$ cat config.mk
export PLATFORM = sky130hd
export DESIGN_NAME = dispatch_ctrl
export DESIGN_NICKNAME = d
export VERILOG_FILES = /design/src/rtl/ooop_types_pkg.sv /design/src/rtl/dispatch_buf.sv /design/src/rtl/dispatch_ctrl.sv
export SDC_FILE = /design/constraint.sdc
export NUM_CORES = 1
export LEC_CHECK = 0
export ABC_AREA = 1
export BUFFER_PORTS_ARGS = -buffer_cell sky130_fd_sc_hd__buf_2
export CAP_MARGIN = 40
export CORE_ASPECT_RATIO = 1.5
export CORE_MARGIN = 2
export CORE_UTILIZATION = 35
export DETAILED_ROUTE_END_ITERATION = 6
export SYNTH_ARGS = -nofsm -noshare
export SYNTH_HDL_FRONTEND = slang
export SYNTH_HIERARCHICAL = 1
export SYNTH_SLANG_ARGS = --single-unit
$ cat constraint.sdc
create_clock -name clk -period 2.3 [get_ports clk]
set_input_delay 0.23 -clock clk [delete_from_list [all_inputs] [get_ports clk]]
set_output_delay 0.23 -clock clk [all_outputs]
set_load 0.01 [all_outputs]
$ cat src/rtl/ooop_types_pkg.sv
// ooop_types: shared decode packet, functional-unit and branch-state types.
package ooop_types;
    typedef enum logic [1:0] {FU_ALU = 2'd0, FU_LSU = 2'd1, FU_BRU = 2'd2} fu_t;
    typedef struct packed {
        fu_t         fu_type;
        logic [4:0]  rd;
        logic [4:0]  rs1;
        logic [4:0]  rs2;
        logic [15:0] imm;
    } decode_pkt_t;
    typedef enum logic {BR_IDLE, BR_PEND} br_state_t;
    localparam int SEQ_W = 6;
endpackage

$ cat src/rtl/dispatch_buf.sv
// dispatch_buf: DEPTH-entry in-order packet FIFO; flush empties it in one cycle.
module dispatch_buf
    import ooop_types::*;
#(
    parameter int DEPTH = 2,
    parameter int CW = $clog2(DEPTH + 1)
) (
    input  logic          clk,
    input  logic          rst,
    input  logic          flush,
    input  logic          push_i,
    input  logic          pop_i,
    input  decode_pkt_t   din_i,
    output decode_pkt_t   head_o,
    output logic [CW-1:0] count_o
);
    localparam int AW = (DEPTH > 1) ? $clog2(DEPTH) : 1;
    decode_pkt_t   mem_q [DEPTH];
    logic [AW-1:0] wr_q, rd_q;
    logic [CW-1:0] count_q;
    function automatic logic [AW-1:0] inc(input logic [AW-1:0] p);
        return (p == AW'(DEPTH - 1)) ? '0 : AW'(p + 1);
    endfunction
    // storage is reset too so the head reads as zero out of reset
    always_ff @(posedge clk or posedge rst) begin
        if (rst) begin
            wr_q    <= '0;
            rd_q    <= '0;
            count_q <= '0;
            for (int i = 0; i < DEPTH; i++) mem_q[i] <= '0;
        end else if (flush) begin
            wr_q    <= '0;
            rd_q    <= '0;
            count_q <= '0;
        end else begin
            if (push_i) begin
                mem_q[wr_q] <= din_i;
                wr_q        <= inc(wr_q);
            end
            if (pop_i) rd_q <= inc(rd_q);
            count_q <= count_q + CW'(push_i) - CW'(pop_i);
        end
    end
    assign head_o  = mem_q[rd_q];
    assign count_o = count_q;
endmodule

$ cat src/rtl/dispatch_ctrl.sv
// dispatch_ctrl: routes buffered decode packets to ALU/LSU/BRU with one-branch-in-flight blocking.
// Optional DISPATCH_STATS_EN adds dispatch and stall counters.
module dispatch_ctrl
    import ooop_types::*;
#(
    parameter int DEPTH = 2
) (
    input  logic             clk,
    input  logic             rst,
    input  logic             flush,
    input  logic             bru_resolve_in,
    input  logic             dec_valid_in,
    output logic             dec_ready_out,
    input  decode_pkt_t      dec_pkt_in,
    input  logic             alu_ready_in,
    input  logic             lsu_ready_in,
    input  logic             bru_ready_in,
    input  logic             rob_ready_in,
    output logic             alu_valid_out,
    output logic             lsu_valid_out,
    output logic             bru_valid_out,
    output decode_pkt_t      pkt_out,
`ifdef DISPATCH_STATS_EN
    output logic [31:0]      stat_dispatched,
    output logic [31:0]      stat_stall,
`endif
    output logic [SEQ_W-1:0] seq_out
);
    localparam int CW = $clog2(DEPTH + 1);
    logic [CW-1:0]    count;
    decode_pkt_t      head;
    br_state_t        br_q, br_d;
    logic [SEQ_W-1:0] seq_q;
    logic             push, fire, live, is_bru, is_lsu;
    dispatch_buf #(.DEPTH(DEPTH)) u_buf (
        .clk(clk), .rst(rst), .flush(flush), .push_i(push), .pop_i(fire),
        .din_i(dec_pkt_in), .head_o(head), .count_o(count)
    );
    assign dec_ready_out = !rst && !flush && (count < CW'(DEPTH));
    assign push          = dec_valid_in && dec_ready_out;
    assign live          = !flush && rob_ready_in && (count != '0);
    assign is_bru        = head.fu_type == FU_BRU;
    assign is_lsu        = head.fu_type == FU_LSU;
    always_comb begin
        alu_valid_out = live && !is_bru && !is_lsu;
        lsu_valid_out = live && is_lsu;
        bru_valid_out = live && is_bru && (br_q == BR_IDLE);
        fire = (alu_valid_out && alu_ready_in) || (lsu_valid_out && lsu_ready_in) ||
               (bru_valid_out && bru_ready_in);
        br_d = (bru_valid_out && bru_ready_in) ? BR_PEND :
               (bru_resolve_in || flush) ? BR_IDLE : br_q;
    end
    always_ff @(posedge clk or posedge rst) begin
        if (rst) begin
            br_q  <= BR_IDLE;
            seq_q <= '0;
        end else begin
            br_q <= br_d;
            if (fire) seq_q <= seq_q + 1'b1;
        end
    end
    assign pkt_out = head;
    assign seq_out = seq_q;
`ifdef DISPATCH_STATS_EN
    logic [31:0] disp_q, stall_q;
    always_ff @(posedge clk or posedge rst) begin
        if (rst) begin
            disp_q  <= '0;
            stall_q <= '0;
        end else begin
            if (fire) disp_q <= disp_q + 1;
            if (count != '0 && !fire) stall_q <= stall_q + 1;
        end
    end
    assign stat_dispatched = disp_q;
    assign stat_stall      = stall_q;
`endif
endmodule

-- Word-level counts from Yosys, hierarchy flattened
Cells that the tools add are included.
- flip-flop bits (word level): 77
- input port bits: 42
- output and inout bits: 43
- logic and storage cells: 71
- add/sub/neg operators: 5
- magnitude comparators: 4
- eq/ne operators: 2
- mux-type cells: 15
- bitwise logic cells: 4
- reduce and logical (&&, ||, !) cells: 26
- operators with widths (cell ; number):
    33-bit two-way mux ; 4
    66-bit bitwise mux ; 1
    33-bit demux with 1-bit select ; 1
    1-bit logical AND ; 14
    1-bit two-way mux ; 8
    2-bit nonzero test ; 4
    6-bit by 1-bit adder with 6-bit output (second input constant) ; 1
    2-bit greater-or-equal comparator (second input constant) ; 2
    1-bit logical NOT ; 4
    1-bit NOT with 2-bit output ; 2
    1-bit logical OR ; 3
    1-bit adder (second input constant) ; 2
    2-bit by 1-bit adder with 2-bit output ; 1
    2-bit by 1-bit equality test with 1-bit output (second input constant) ; 1
    2-bit equality test (second input constant) ; 1
    2-bit by 1-bit < comparator with 1-bit output (second input constant) ; 1
    2-bit < comparator (second input constant) ; 1
    2-bit two-way mux ; 1
    1-bit NOT ; 2
    2-bit AND reduction ; 1
    2-bit by 1-bit subtractor with 2-bit output ; 1

-- Depth between registers and ports, before layout
- depth in word-level cells: 13
- gate-level depth with buffers: 14
- mapped depth without buffers: 12

-- Modules after synthesis
The synthesis kept the hierarchy.
- by module, submodules not included (module ; times used ; cells an instance ; area an instance (um^2) ; seq. area each (um^2)):
    dispatch_buf ; 1 ; 309 ; 3274.4 ; 1751.7
    dispatch_ctrl ; 1 ; 62 ; 519.2 ; 175.2

-- Worst setup path before layout
OpenSTA, ideal clock, no wires.
- path type: register to register
- start point: register u_buf.rd_q
- end point: register u_buf.count_q[1] (netlist: u_buf/count_o[1])
- setup time: 119 ps
- arrival: 2133 ps
- required time: 2181 ps
- setup slack: 48 ps
- cell stages (with the launch flop): 15
- path buffers: 2
- clock period less this slack: 2252 ps
- path through: dfrtp_1 buf_6 buf_6 mux2_1 inv_1 nand2_1 nor2_2 nand3_4 nand3_4 ha_1 inv_1 ha_1 nand3_1 nand2_1 nor2_1
- RTL lines (element ; RTL line ; RTL):
    from (decl) ; dispatch_buf.sv:19 ; logic [AW-1:0] wr_q, rd_q;
    from (signal assigned) ; dispatch_buf.sv:40 ; if (pop_i) rd_q <= inc(rd_q);
    to (signal assigned) ; dispatch_buf.sv:41 ; count_q <= count_q + CW'(push_i) - CW'(pop_i);
    to (decl) ; dispatch_buf.sv:20 ; logic [CW-1:0] count_q;

-- Final worst setup path
- start point: register u_buf.rd_q
- end point: register u_buf.count_q[1] (netlist: u_buf/count_o[1])
- cells in the longest elaborated chain, start to end: 13
- elaborated cells on any way between the ends: 20
- those cells by class: add/sub (1); eq/ne (2); mux (4); bitwise (1); reduce/logical (12)
- RTL lines (element ; RTL line ; RTL):
    1-bit NOT with 2-bit output (implied by the code) (*) ; dispatch_buf.sv:44 ; assign head_o = mem_q[rd_q];
    33-bit two-way mux (implied by the code) (*) (3 in series) ; dispatch_buf.sv:44 ;
    2-bit equality test ; dispatch_ctrl.sv:42 ; assign is_bru = head.fu_type == FU_BRU;
    1-bit logical NOT ; dispatch_ctrl.sv:45 ; alu_valid_out = live && !is_bru && !is_lsu;
    1-bit logical AND (2 in series) ; dispatch_ctrl.sv:45 ;
    1-bit logical AND ; dispatch_ctrl.sv:48 ; fire = (alu_valid_out && alu_ready_in) || (lsu_valid_out && lsu_ready_in) ||
    1-bit logical OR ; dispatch_ctrl.sv:48 ;
    1-bit logical OR (*) ; dispatch_ctrl.sv:48 ;
    net fire ; dispatch_ctrl.sv:34 ; logic push, fire, live, is_bru, is_lsu;
    2-bit by 1-bit subtractor with 2-bit output (*) ; dispatch_buf.sv:41 ;
    2-bit two-way mux (*) ; dispatch_buf.sv:31 ; end else if (flush) begin
The timed path passes the listed nets; every way through them passes the cells marked *. The select of a mux whose other input is x is not followed.
A chain may end at the register's enable or synchronous reset.

==> reports/metrics.cfg <==
[drt]
drc = 0
postRouteAntennaNets = 0
firstDrtPassIters = 4
drtIter0Drc = 128
wl_um = 7640
via_count = 2718
routed_via_density = 4.49
routedWlPerCell_um = 12.6

[sta]
finalCriticalPeriod_ps = 2150
finalSetupViolations = 0
fin_crit_sh = 0.934
finalHoldViolCount = 0
fin_skew_ps = 4.80
relSlewSlack = 0.707
slew_viol_final = 0
rsz0062_at_grt = no
max_slew.worst_pin.slew_ps = 440
fmax_mhz = 466
fin_tns_setup_ps = 0
setup_slack_ps = 152

[layout]
design_area_sq_um = 4560
diodes = 0
stdcell_count = 606
drive_gt1_frac = 0.405
fin_util = 0.430
nets = 502
area_growth_pct = 20.1

[synth]
synth_warnings = 6
syn_inst = 371
synthAdderAreaFrac = 0.00989
synthMuxAreaShare = 0.0980
synth_top_family_by_area = simple AND/OR/NAND/NOR gates
syn_nets = 416
syn_area_per_cell_sq_um = 10.2
synth_compound_area_frac = 0.119
synth-simple-area-share = 0.159
synth_cell_types = 29
synthesis.area_sq_um = 3790
synth-xor-area-share = 0.00693
yosysSeqAreaShare = 0.508
synth-seq-cells = 77

[clock_network]
clock-sinks = 77
cts-root-buf = clkbuf_16
clockBufferDepth = 2
worstSkewPairLatency_ps = 330
cts_buffers = 9
cts_tree = done
clk_pin_slew_ps = 60
h-tree-depth = 3

[floorplanning]
dieArea_sq_um = 11700
fp.dieW_um = 89.0
fp.dieH_um = 132
initial_core_util = 0.358
row_count = 46
io_pins = 85
coreArea_sq_um = 10600

[global_route]
grt.overflow.total = 0
grt_first_pass_wirelength_um = 12800
antenna_found_initial = 0
grt_pass1_vias = 2807
grt_use_total = 0.140
grt_max_degree = 35

[critical_path]
cp_top_family = simple AND/OR/NAND/NOR gates
critPathMaxStageDelay_ps = 400
reg2reg_depth = 10
cp_num_cells = 10
timing.rr.start = u_buf/rd_q$_DFFE_PP0P_
crit_required_ps = 2520
critPathBufInv = 1
path_cells = mux2_2 -> nor2_2 -> nor2_2 -> nand3_4 -> nand3_4 -> ha_1 -> inv_1 -> ha_1 -> a21oi_1 -> nor2_1
r2r_slack_ps = 150
crit_path_start_kind = flop
worstReg2RegEnd = u_buf/count_o[1]$_DFF_PP0_
cp-endpoint = u_buf/count_o[1]$_DFF_PP0_
crit_start = u_buf/rd_q$_DFFE_PP0P_
cp_max_fo = 9
cp_slowest_cell = dfrtp_1
crit_arrival_ps = 2370
path_class = flop to flop
cp-end-kind = flop

[power_and_ir_drop]
ir_drop_uv = 395
power_density_nw_per_um2 = 850
leakage_nw = 2.38

[placement]
placed_cells = 589
pre_cts_ws_ps = 153
place.gp.congestion = 0.781
port_buffers = 84
placedInstanceArea_sq_um = 4270
dp_hpwl_um = 5370

[hold_path]
min_path_type = input pin to flop

[run]
drv_cap = 0

[outcome]
outcome = complete, no violations

## registers in the layout (all words and copies together) (netlist names)
| register | count |
|---|---|
| br_q | 1 |
| seq_out | 6 |
| u_buf/count_o | 2 |
| u_buf/mem_q | 66 |
| u_buf/rd_q | 1 |
| u_buf/wr_q | 1 |
## metal layers
| layer | GRT usage | wire length (um) |
|---|---|---|
| met4 | 0.0589 | 168 |
| met2 | 0.241 | 3840 |
| met1 | 0.164 | 3340 |
| met5 | 0 | 0 |
| met3 | 0.0289 | 287 |
## stage by stage
step                hold slack (ps)  power [mW]
finish                         95.9        3.87
global route                    120        4.13
CTS                            84.5        3.95
detailed placement              154        2.62
global placement                152        2.59
floorplan                      33.4        2.32
## cell families after synthesis
| group | after synthesis |
|---|---|
| compound gates | 71 |
| xor+xnor | 3 |
| fa+ha+maj | 3 |
| buf+inv | 65 |
| flops | 77 |
| mux | 33 |
| simple gates | 119 |
## cells in the mapped netlist (all sizes together)
library cell,number,share of area
dfrtp,77,0.51
and2,1,0.0017
xnor2,1,0.0023
buf,17,0.051
nor2,10,0.017
clkbuf,1,0.00099
nand2,89,0.098
nand3,8,0.025
nor3,4,0.0053
nand3b,1,0.0020
o21ai,69,0.12
mux2,33,0.098
ha,3,0.0099
nand4,6,0.0099
xor2,2,0.0046
a21oi,2,0.0026
inv,47,0.047
## repair_timing
| item | CTS | global route |
|---|---|---|
| setup endpoints to repair | 0 | 0 |
| endpoints found under the hold margin | 11 | 0 |
| hold buffers | 1 | 0 |
| gates resized for setup | 0 | 0 |
| setup buffers | 0 | 0 |
## cell type report
cell class	instances	area (sq um)
fillers	1109	6030
clock buffers	10	239
flip-flops and latches	77	1930
well taps	144	180
multi-input cells	229	1490
inverters	47	176
clock inverters	6	38.8
repair buffers	93	503
## worst register-to-register path: stages (launching register included)
cell,delay (ps)
dfrtp_1,400
mux2_2,400
nor2_2,220
nor2_2,80
nand3_4,100
nand3_4,130
ha_1,300
inv_1,40
ha_1,180
a21oi_1,120
nor2_1,60
## where the power goes
part / internal (mW) / leakage, nW / switching, mW
Clock: 0.755 / 0.134 / 0.534
Combinational: 0.410 / 1.23 / 0.445
Sequential: 1.59 / 1.01 / 0.139
## cells in the final DEF (no fill, tap or decap), types with 2 or more instances in the layout
cell	synthesis	final
nand3_4	4	4
dfrtp_1	77	77
clkinv_2	0	3
inv_1	45	44
buf_2	4	84
inv_2	2	3
nor2_1	4	4
clkbuf_16	0	9
mux2_1	9	9
xor2_1	2	2
clkinvlp_4	0	2
nand2_2	15	15
nand2_1	74	74
o21ai_2	26	26
nor3_1	4	4
nor2_2	5	5
nand3_1	3	3
a21oi_1	2	2
nand4_1	6	6
mux2_2	24	24
o21ai_1	26	26
o21ai_0	17	17
ha_1	3	3
buf_4	0	7
## how the worst min path moves through the flow
stage | slack [ps] | to | startpoint | cells after the start
global placement | 150 | u_buf/count_o[1]$_DFF_PP0_ | rst | 2
global route | 120 | br_q$_DFFE_PP0P_ | bru_resolve_in | 2
floorplan | 30 | br_q$_DFFE_PP0P_ | rst | 1
finish | 100 | br_q$_DFFE_PP0P_ | bru_resolve_in | 2
detailed placement | 150 | u_buf/count_o[1]$_DFF_PP0_ | rst | 2
CTS | 80 | br_q$_DFFE_PP0P_ | bru_resolve_in | 2
Note: power is estimated with default switching activity, not from simulation.
